**src/rtl/core_mem_arbiter.sv**
```systemverilog
// core_mem_arbiter: fetch/data sharing of one single-port memory.
// Optional ARB_ROUND_ROBIN_EN: alternate winners on simultaneous requests.
module core_mem_arbiter #(
  parameter int unsigned RD_LATENCY = 1
) (
  input  logic        CLK,
  input  logic        RST_N,
  input  logic        I_REQ,
  input  logic [31:0] I_ADDR,
  output logic        I_GNT,
  output logic        I_RVALID,
  output logic [31:0] I_RDATA,
  input  logic        D_REQ,
  input  logic        D_WE,
  input  logic [31:0] D_ADDR,
  input  logic [31:0] D_WDATA,
  input  logic [3:0]  D_BE,
  output logic        D_GNT,
  output logic        D_RVALID,
  output logic [31:0] D_RDATA,
  output logic        M_REQ,
  output logic        M_WE,
  output logic [31:0] M_ADDR,
  output logic [31:0] M_WDATA,
  output logic [3:0]  M_BE,
  input  logic [31:0] M_RDATA
);

  typedef enum logic {
    ST_IDLE = 1'b0,
    ST_WAIT = 1'b1
  } state_t;

  typedef enum logic {
    PORT_I = 1'b0,
    PORT_D = 1'b1
  } port_t;

  localparam logic [2:0] LAT = 3'(RD_LATENCY);

  state_t      state;
  state_t      state_nxt;
  logic [2:0]  cnt;
  logic [2:0]  cnt_nxt;
  port_t       owner;
  port_t       owner_nxt;

  logic        sel_d;
  logic        gnt_i;
  logic        gnt_d;
  logic        done;

  logic        m_req;
  logic        m_we;
  logic [31:0] m_addr;
  logic [31:0] m_wdata;
  logic [3:0]  m_be;

  logic        i_rvalid_q;
  logic        d_rvalid_q;
  logic [31:0] i_rdata_q;
  logic [31:0] d_rdata_q;

`ifdef ARB_ROUND_ROBIN_EN
  port_t last_gnt;

  // Remember who won last so a conflict goes to the other port.
  always_ff @(posedge CLK) begin
    if (!RST_N) begin
      last_gnt <= PORT_I;
    end else if (gnt_d) begin
      last_gnt <= PORT_D;
    end else if (gnt_i) begin
      last_gnt <= PORT_I;
    end
  end

  // D wins alone, or on a conflict when I won last time.
  always_comb begin
    sel_d = D_REQ & (~I_REQ | (last_gnt == PORT_I));
  end
`else
  // Fixed priority: data side always beats fetch.
  always_comb begin
    sel_d = D_REQ;
  end
`endif

  // State, latency counter and read owner.
  always_ff @(posedge CLK) begin
    if (!RST_N) begin
      state <= ST_IDLE;
      cnt   <= 3'd0;
      owner <= PORT_I;
    end else begin
      state <= state_nxt;
      cnt   <= cnt_nxt;
      owner <= owner_nxt;
    end
  end

  // Grant in IDLE; count the read latency in WAIT.
  always_comb begin
    state_nxt = state;
    cnt_nxt   = cnt;
    owner_nxt = owner;
    gnt_i     = 1'b0;
    gnt_d     = 1'b0;
    done      = 1'b0;
    unique case (state)
      ST_IDLE: begin
        gnt_d = sel_d;
        gnt_i = I_REQ & ~sel_d;
        if (gnt_d & ~D_WE) begin
          owner_nxt = PORT_D;
          cnt_nxt   = 3'd1;
          state_nxt = ST_WAIT;
        end else if (gnt_i) begin
          owner_nxt = PORT_I;
          cnt_nxt   = 3'd1;
          state_nxt = ST_WAIT;
        end
      end
      ST_WAIT: begin
        if (cnt == LAT) begin
          done      = 1'b1;
          cnt_nxt   = 3'd0;
          state_nxt = ST_IDLE;
        end else begin
          cnt_nxt = cnt + 3'd1;
        end
      end
      default: begin
        state_nxt = ST_IDLE;
      end
    endcase
  end

  // Steer the granted request onto the memory bus.
  always_comb begin
    m_req   = 1'b0;
    m_we    = 1'b0;
    m_addr  = '0;
    m_wdata = '0;
    m_be    = '0;
    unique case (1'b1)
      gnt_d: begin
        m_req   = 1'b1;
        m_we    = D_WE;
        m_addr  = D_ADDR;
        m_wdata = D_WDATA;
        m_be    = D_BE;
      end
      gnt_i: begin
        m_req  = 1'b1;
        m_addr = I_ADDR;
        m_be   = 4'hF;
      end
      default: begin
      end
    endcase
  end

  // One-cycle valid pulse to the read owner after capture.
  always_ff @(posedge CLK) begin
    if (!RST_N) begin
      i_rvalid_q <= 1'b0;
      d_rvalid_q <= 1'b0;
    end else begin
      i_rvalid_q <= done & (owner == PORT_I);
      d_rvalid_q <= done & (owner == PORT_D);
    end
  end

  // Capture read data into the owner's holding register.
  always_ff @(posedge CLK) begin
    if (!RST_N) begin
      i_rdata_q <= '0;
      d_rdata_q <= '0;
    end else if (done) begin
      if (owner == PORT_D) begin
        d_rdata_q <= M_RDATA;
      end else begin
        i_rdata_q <= M_RDATA;
      end
    end
  end

  // Everything reads as zero while reset is held.
  always_comb begin
    I_GNT    = RST_N & gnt_i;
    D_GNT    = RST_N & gnt_d;
    I_RVALID = RST_N & i_rvalid_q;
    D_RVALID = RST_N & d_rvalid_q;
    I_RDATA  = RST_N ? i_rdata_q : '0;
    D_RDATA  = RST_N ? d_rdata_q : '0;
    M_REQ    = RST_N & m_req;
    M_WE     = RST_N & m_we;
    M_ADDR   = RST_N ? m_addr : '0;
    M_WDATA  = RST_N ? m_wdata : '0;
    M_BE     = RST_N ? m_be : '0;
  end

endmodule
```
**config.mk**
```make
export PLATFORM = sky130hd
export DESIGN_NAME = core_mem_arbiter
export DESIGN_NICKNAME = d
export VERILOG_FILES = /design/src/rtl/core_mem_arbiter.sv
export SDC_FILE = /design/constraint.sdc
export NUM_CORES = 1
export LEC_CHECK = 0
export CAP_MARGIN = 15
export CORE_ASPECT_RATIO = 1.75
export CORE_MARGIN = 5
export CORE_UTILIZATION = 36
export DETAILED_ROUTE_END_ITERATION = 10
export DONT_BUFFER_PORTS = 1
export GPL_TIMING_DRIVEN = 0
export SLEW_MARGIN = 20
export SYNTH_ARGS = -nofsm -noshare
export SYNTH_HDL_FRONTEND = slang
export SYNTH_SLANG_ARGS = --single-unit
```
**constraint.sdc**
```tcl
create_clock -name CLK -period 1.8 [get_ports CLK]
set_clock_uncertainty 0.1 [all_clocks]
set_input_delay 0.18 -clock CLK [delete_from_list [all_inputs] [get_ports CLK]]
set_output_delay 0.18 -clock CLK [all_outputs]
set_load 0.005 [all_outputs]
```
==> results by group, run 1 <==
Run status
  – Outcome: complete, but fails checks
  – Violated checks: negative setup slack

Power and ir drop
  – Power Dens Cells: 869.4 mW/mm²
  – Worst IR drop on VDD: 0.4548 mV
  – Leakage power: 0.002782 µW

Synthesis
  – Flops & latches, synth: 71
  – Post-Syn Area per Cell: 8.325 µm²
  – Synth area leader: dfxtp_1
  – Largest cells by area after synthesis: dfxtp_1, mux2i_1, nand2_1
  – Syn Inst Count: 424
  – Post-Syn Area: 0.003530 mm²
  – Sequential-to-total area share from yosys stat: 40.27%
  – Yosys Warn Count: 0
  – Count of different cell masters after synthesis: 26
  – Share of the synthesized area in the top cell type: 40.27%
  – Syn nets: 561

Setup path
  – Critical path arrival: 1.59 ns
  – Endpoint type of the worst setup path: output port
  – WP buf/inv: 2
  – Crit path largest cell delay: 0.38 ns
  – Worst-path fanout max: 8
  – Critical path's slowest cell: dfxtp_4
  – Critical path launch point type: flop
  – Cell family with most CP delay: buffers and inverters
  – Worst-path cell chain: nor4_4, buf_6, clkbuf_16, a22o_4
  – CP required: 1.52 ns
  – Setup CP Type: reg2out

Flow run
  – Maxcap violations: 0

Floorplan
  – Placeable core region: 0.009527 mm²
  – Die span in x: 84.85 µm
  – Die area: 0.01196 mm²
  – # rows: 47
  – Initial Util: 37.05%
  – Die H: 141.0 µm
  – I/O pin cnt: 275

Clock network
  – Clock latency at the later pin of the worst-skew pair: 0.33 ns
  – CTS Buffer Depth: 2
  – CTS buffer count: 9
  – Num Clock Sinks: 71
  – H-tree levels: 3
  – CTS tree: built
  – Clock transition at the registers of the reported paths: 0.05 ns
  – Clock Tree Root: clkbuf_16

Timing
  – Worst Slack Setup Final: -0.07096 ns
  – Fin. Hold Viols: 0
  – Total Neg Setup Slack: -1.083 ns
  – Tcrit/Tclk final: 103.9%
  – RSZ-0062 raised after global routing: yes
  – Worst slew margin: 63.57%
  – Fin crit period: 1.871 ns
  – Max Slew Vio Count: 0
  – # setup viols final: 29
  – Highest clock rate: 534.5 MHz
  – Tightest Pin Transition: 0.5465 ns

Detailed routing
  – Met3 WL: 2.067 mm
  – Vias per Instance: 5.236
  – Post-Route WL: 14.74 mm
  – Via count of the routed design: 3189
  – Drt wl/cell: 24.21 µm
  – Top routing layer in use: met4
  – Met1 Routed Length: 5.265 mm
  – Antenna Violating Nets Remaining: 0
  – DR iter-0 viols: 109
  – WL met2: 7.124 mm
  – TritonRoute pass-1 iters: 4
  – DRC: 0

Cells and area
  – Area grow syn2layout: 39.10%
  – Antenna Cells: 0
  – Layout cells sized above 1: 18.69%
  – Nets: 619

Global routing
  – Vias in the first global route: 3395
  – Gr usage total: 23.72%
  – Global-route wire length before repair: 21.01 mm
  – Initial antenna violation count: 0
  – Largest net degree at the start of global routing: 13
  – Gr ovfl total: 0

Place
  – # port buffers: 0
  – Setup WS pre-CTS: -0.2538 ns
  – Placer congestion estimate: 0.8501
  – Post-detail-place hpwl: 12.03 mm

Min path
  – Worst hold path class: in2reg
==> worst paths after layout <==
| path | from | end | cells after the start | slack, ns |
|---|---|---|---|---|
| hold / removal | D_WE | owner | 3 | 0.03 |
| setup reg to reg | state | d_rdata_q[7] | 6 | 0.05 |
| setup / recovery | state | M_ADDR[16] | 4 | -0.07 |
| hold reg to reg | i_rdata_q[21] | i_rdata_q[21] | 2 | 0.37 |
==> stage by stage <==
stage / hold WS [ns] / instances / power, µW / cell area (µm²) / util [%]
final: 0.02851 / 609 / 4269 / 4910 / 51.54
after global routing: 0.04787 / 609 / 4430 / 4910 / 51.54
after CTS: 0.008948 / 604 / 4292 / 4771 / 50.08
after detailed placement: 0.2578 / 546 / 2088 / 3682 / 38.65
after global placement: 0.2475 / 546 / 2077 / 3682 / 38.65
after floorplan: 0.2376 / 424 / 1955 / 3530 / -
==> metal layers <==
metal / track usage (%) / up-vias
met5: 0 / -
met4: 6.672 / 0
met3: 16.29 / 15
met2: 39.78 / 199
met1: 23.64 / 1498
li1: - / 1477
==> area by class of cell <==
class / count / area [µm²]
clock inverters: 6 / 107.6
fillers: 909 / 4617
inverters: 67 / 251.5
plain buffers: 29 / 241.5
clock buffers: 10 / 239.0
multi-input cells: 256 / 2002
flip-flops and latches: 71 / 1426
repair buffers: 48 / 489.2
well taps: 122 / 152.6
==> state kept, by name (all words and copies together) (netlist names) <==
signal and count:
cnt 3, d_rdata_q 32, d_rvalid_q 1, i_rdata_q 32
i_rvalid_q 1, owner 1, state 1
==> where the power goes <==
part / switching [µW] / leakage [µW] / internal, µW
Combinational: 310 / 0.00204 / 275
Sequential: 24.4 / 0.000575 / 1620
Clock: 653 / 0.000168 / 1380
==> worst min-delay path, stage by stage <==
cell     delay, ns
nor2_1        0.02
o21ai_0       0.15
a21oi_1       0.06
==> placed cells by master (no fill, tap or decap), types with 2 or more instances in the layout <==
| master | count |
|---|---|
| a21o_1 | 5 |
| a22o_1 | 2 |
| a22o_4 | 29 |
| a31oi_1 | 2 |
| and2_1 | 33 |
| and2_4 | 3 |
| buf_12 | 2 |
| buf_4 | 11 |
| buf_6 | 6 |
| buf_8 | 3 |
| bufinv_16 | 3 |
| clkbuf_1 | 11 |
| clkbuf_16 | 11 |
| clkbuf_4 | 8 |
| clkbuf_8 | 2 |
| clkinv_2 | 2 |
| dfxtp_1 | 69 |
| dlygate4sd3_1 | 33 |
| inv_1 | 67 |
| mux2i_1 | 64 |
| nand2_1 | 99 |
| nor2_1 | 2 |
| nor4_4 | 2 |
| o21ai_0 | 3 |
==> synthesized netlist by cell type <==
master and count:
nor4_4 1, o311a_1 1, or2_2 2, and2_1 36
a21o_1 5, or4b_1 1, a22o_1 32, a311oi_1 1
nand2_1 99, nor2_1 2, nor4_1 1, clkbuf_1 19
buf_2 6, nor3b_2 1, mux2i_1 64, a21oi_1 1
a211oi_1 1, dfxtp_1 71, inv_1 67, o211a_1 1
a31oi_1 2, buf_4 2, buf_6 3, nand2_2 1
nor2b_1 1, o21ai_0 3
==> kinds of logic (layout without fill, tap and decap cells) <==
family / Yosys count / after routing / share of synthesized area (%)
AO/OA/AOI/OAI: 47 / 47 / 10.95
AND/OR/NAND/NOR: 145 / 145 / 19.25
flip-flops: 71 / 71 / 40.27
multiplexers: 64 / 64 / 18.15
buffers and inverters: 97 / 160 / 11.38
==> timing repair <==
item	4_1_cts	5_1_grt
pin swaps	7	25
cloned	0	2
buffers inserted	9	4
endpoints found under the hold margin	65	0
resized for setup	66	25
setup endpoints to repair	96	110
hold buffers	33	0
Power figures use the tool's default switching activity.
==> inputs of run 2 (changes only) <==
- CTS_CLUSTER_SIZE: not set -> 10
==> results of run 2 <==
Same layout as run 1: the final DEF is identical, and so are final timing and power.
==> inputs of run 3 (changes only) <==
- CTS_BUF_LIST: not set -> sky130_fd_sc_hd__clkbuf_4 sky130_fd_sc_hd__clkbuf_8
- SETUP_SLACK_MARGIN: not set -> 0.3
==> results by group, run 3 (same netlist as run 1, synthesis figures left out) <==
Clock network
  – CTS Buffer Depth: 2 (unchanged)
  – CTS buffer count: 9 (unchanged)
  – Clock transition at the registers of the reported paths: 0.07 ns (+0.02 ns)
  – Clock latency at the later pin of the worst-skew pair: 0.34 ns (about the same)
  – Num Clock Sinks: 71 (unchanged)
  – H-tree levels: 3 (unchanged)
  – CTS tree: built
  – Clock Tree Root: clkbuf_8

Place
  – Placer congestion estimate: 0.8229 (-3.2%)
  – # port buffers: 0 (unchanged)
  – Post-detail-place hpwl: 11.76 mm (-2.2%)
  – Placed instance area: 0.003709 mm² (+0.71%)

Power and ir drop
  – Worst IR drop on VDD: 0.3102 mV (-32%)
  – Leakage power: 0.003002 µW (+7.9%)
  – Power Dens Cells: 652.0 mW/mm² (-25%)

Global routing
  – Vias in the first global route: 3408 (+0.38%)
  – Gr ovfl total: 0 (unchanged)
  – Initial antenna violation count: 1 (+1)
  – Global-route wire length before repair: 21.73 mm (+3.4%)
  – Gr usage total: 24.51% (+0.80 points)
  – Largest net degree at the start of global routing: 11 (-2)

Cells and area
  – Nets: 641 (+3.6%)
  – Most common cell after layout, fill and taps aside: nand2_1
  – Registers with the most flip-flops: d_rdata_q: 32 flops, i_rdata_q: 32 flops, cnt: 3 flops
  – Commonest non-fill, non-tap cells in the layout: nand2_1, dfxtp_1, inv_1, mux2i_1, and2_4
  – Fin area: 0.005349 mm² (+8.9%)
  – Layout cells sized above 1: 30.24% (+12 points)
  – Fillers: 858 (-5.6%)
  – Area grow syn2layout: 51.54%

Setup path
  – Critical path startpoint: state
  – R2R depth: 8 (+2)
  – Setup CP Type: reg2out
  – RR Startpoint: state
  – Endpoint type of the worst setup path: output port
  – Worst Setup EP: M_ADDR[14]
  – Critical path launch point type: flop
  – Worst-path fanout max: 5 (-3)
  – CP required: 1.52 ns (about the same)
  – Critical path arrival: 1.64 ns (+0.05 ns)
  – Reg2reg setup slack: -0.10 ns (-0.15 ns)
  – Reg-to-reg endpoint: d_rdata_q[12]

Detailed routing
  – TritonRoute pass-1 iters: 4 (unchanged)
  – Post-Route WL: 15.39 mm (+4.4%)
  – Drt wl/cell: 24.47 µm (+1.1%)
  – Antenna Violating Nets Remaining: 0 (unchanged)
  – DRC: 0 (unchanged)
  – Vias per Instance: 5.216 (-0.39%)
  – DR iter-0 viols: 109 (unchanged)
  – Via count of the routed design: 3281 (+2.9%)

Timing
  – # setup viols final: 97 (+230%)
  – Tcrit/Tclk final: 106.9% (+3.0 points)
  – Fin. Hold Viols: 0 (unchanged)
  – WHS: 0.05013 ns (+0.02162 ns)
  – Highest clock rate: 519.5 MHz (-2.8%)
  – Tightest Pin Transition: 0.5081 ns (-0.03832 ns)
  – Worst slew margin: 66.12% (+2.6 points)
  – Total Neg Setup Slack: -6.718 ns (-5.635 ns)
  – Worst Slack Setup Final: -0.1249 ns (-0.05395 ns)
  – RSZ-0062 raised after global routing: yes
  – Fin crit period: 1.925 ns (+0.05395 ns)
  – Max Slew Vio Count: 0 (unchanged)

Floorplan
  – I/O pin cnt: 275 (unchanged)
  – # rows: 47 (unchanged)
  – Die span in x: 84.85 µm (unchanged)
  – Die area: 0.01196 mm² (unchanged)
  – Die H: 141.0 µm (unchanged)
  – Placeable core region: 0.009527 mm² (unchanged)
  – Initial Util: 37.05% (unchanged)

Min path
  – Worst hold path class: in2reg

Run status
  – Violated checks: negative setup slack
  – Outcome: complete, but fails checks

Flow run
  – Maxcap violations: 0 (unchanged)
## run 3: changes by cell type in the layout (fill, tap and decap cells not counted), sizes merged
| cell | before | now |
|---|---|---|
| clkinvlp | 1 | 0 |
| diode | 0 | 1 |
| bufinv | 3 | 0 |
| buf | 22 | 48 |
| clkbuf | 32 | 29 |
## run 3: layout make-up
| type | count | area, µm² | share of cell area (%) |
|---|---|---|---|
| Tap cell | 122 | 152.6 | 2.854 |
| Timing Repair Buffer | 69 | 894.6 | 16.73 |
| Clock buffer | 11 | 145.1 | 2.713 |
| Clock inverter | 2 | 10.01 | 0.1871 |
| Buffer | 30 | 382.9 | 7.158 |
| Multi-Input combinational cell | 256 | 2086 | 38.99 |
| Antenna cell | 1 | 2.502 | 0.04678 |
| Sequential cell | 71 | 1424 | 26.62 |
| Inverter | 67 | 251.5 | 4.702 |
## run 3: worst max-delay path: stages, from the launching register on
cell and delay, ns:
dfxtp_2 0.33, buf_8 0.12, nor4_4 0.29, buf_6 0.16, buf_12 0.12, buf_16 0.11, a22o_4 0.16
## run 3: repair_timing
item	CTS	global route
setup buffers	14	8
hold buffers	34	0
gates cloned	10	4
endpoints found under the setup margin	164	147
resized for setup	131	41
endpoints found under the hold margin	65	0
pin swaps	53	20
## run 3: per-layer routing
metal	up-vias	global-route usage (%)	part of all wire [%]
met5	-	0	0
li1	1518	-	-
met3	17	14.19	13
met2	220	40.44	49
met1	1526	26.32	36
met4	0	7.673	1.5
## run 3: worst min-delay path by stage
stage	start	end	slack, ns	cells after the start
2_1_floorplan	D_REQ	owner	0.24	2
3_3_place_gp	D_REQ	owner	0.25	2
3_5_place_dp	D_REQ	owner	0.25	2
4_1_cts	RST_N	d_rvalid_q	0.005	2
5_1_grt	RST_N	d_rvalid_q	0.06	2
6_report	D_WE	owner	0.05	3
## run 3: per-stage QoR
| step | cells | worst slack, ns | util (%) | total power (µW) |
|---|---|---|---|---|
| after floorplan | 424 | 0.2159 | - | 1962 |
| after global placement | 546 | -0.1640 | 38.93 | 2080 |
| after detailed placement | 546 | -0.1943 | 38.93 | 2088 |
| after CTS | 617 | -0.1305 | 53.47 | 3457 |
| after global routing | 629 | -0.1912 | 56.15 | 3631 |
| final | 629 | -0.1249 | 56.15 | 3488 |
## run 3: power by group
part / switching (µW) / internal, µW
Sequential: 19.7 / 1620
Combinational: 350 / 414
Clock: 558 / 526
Total: 928 / 2560
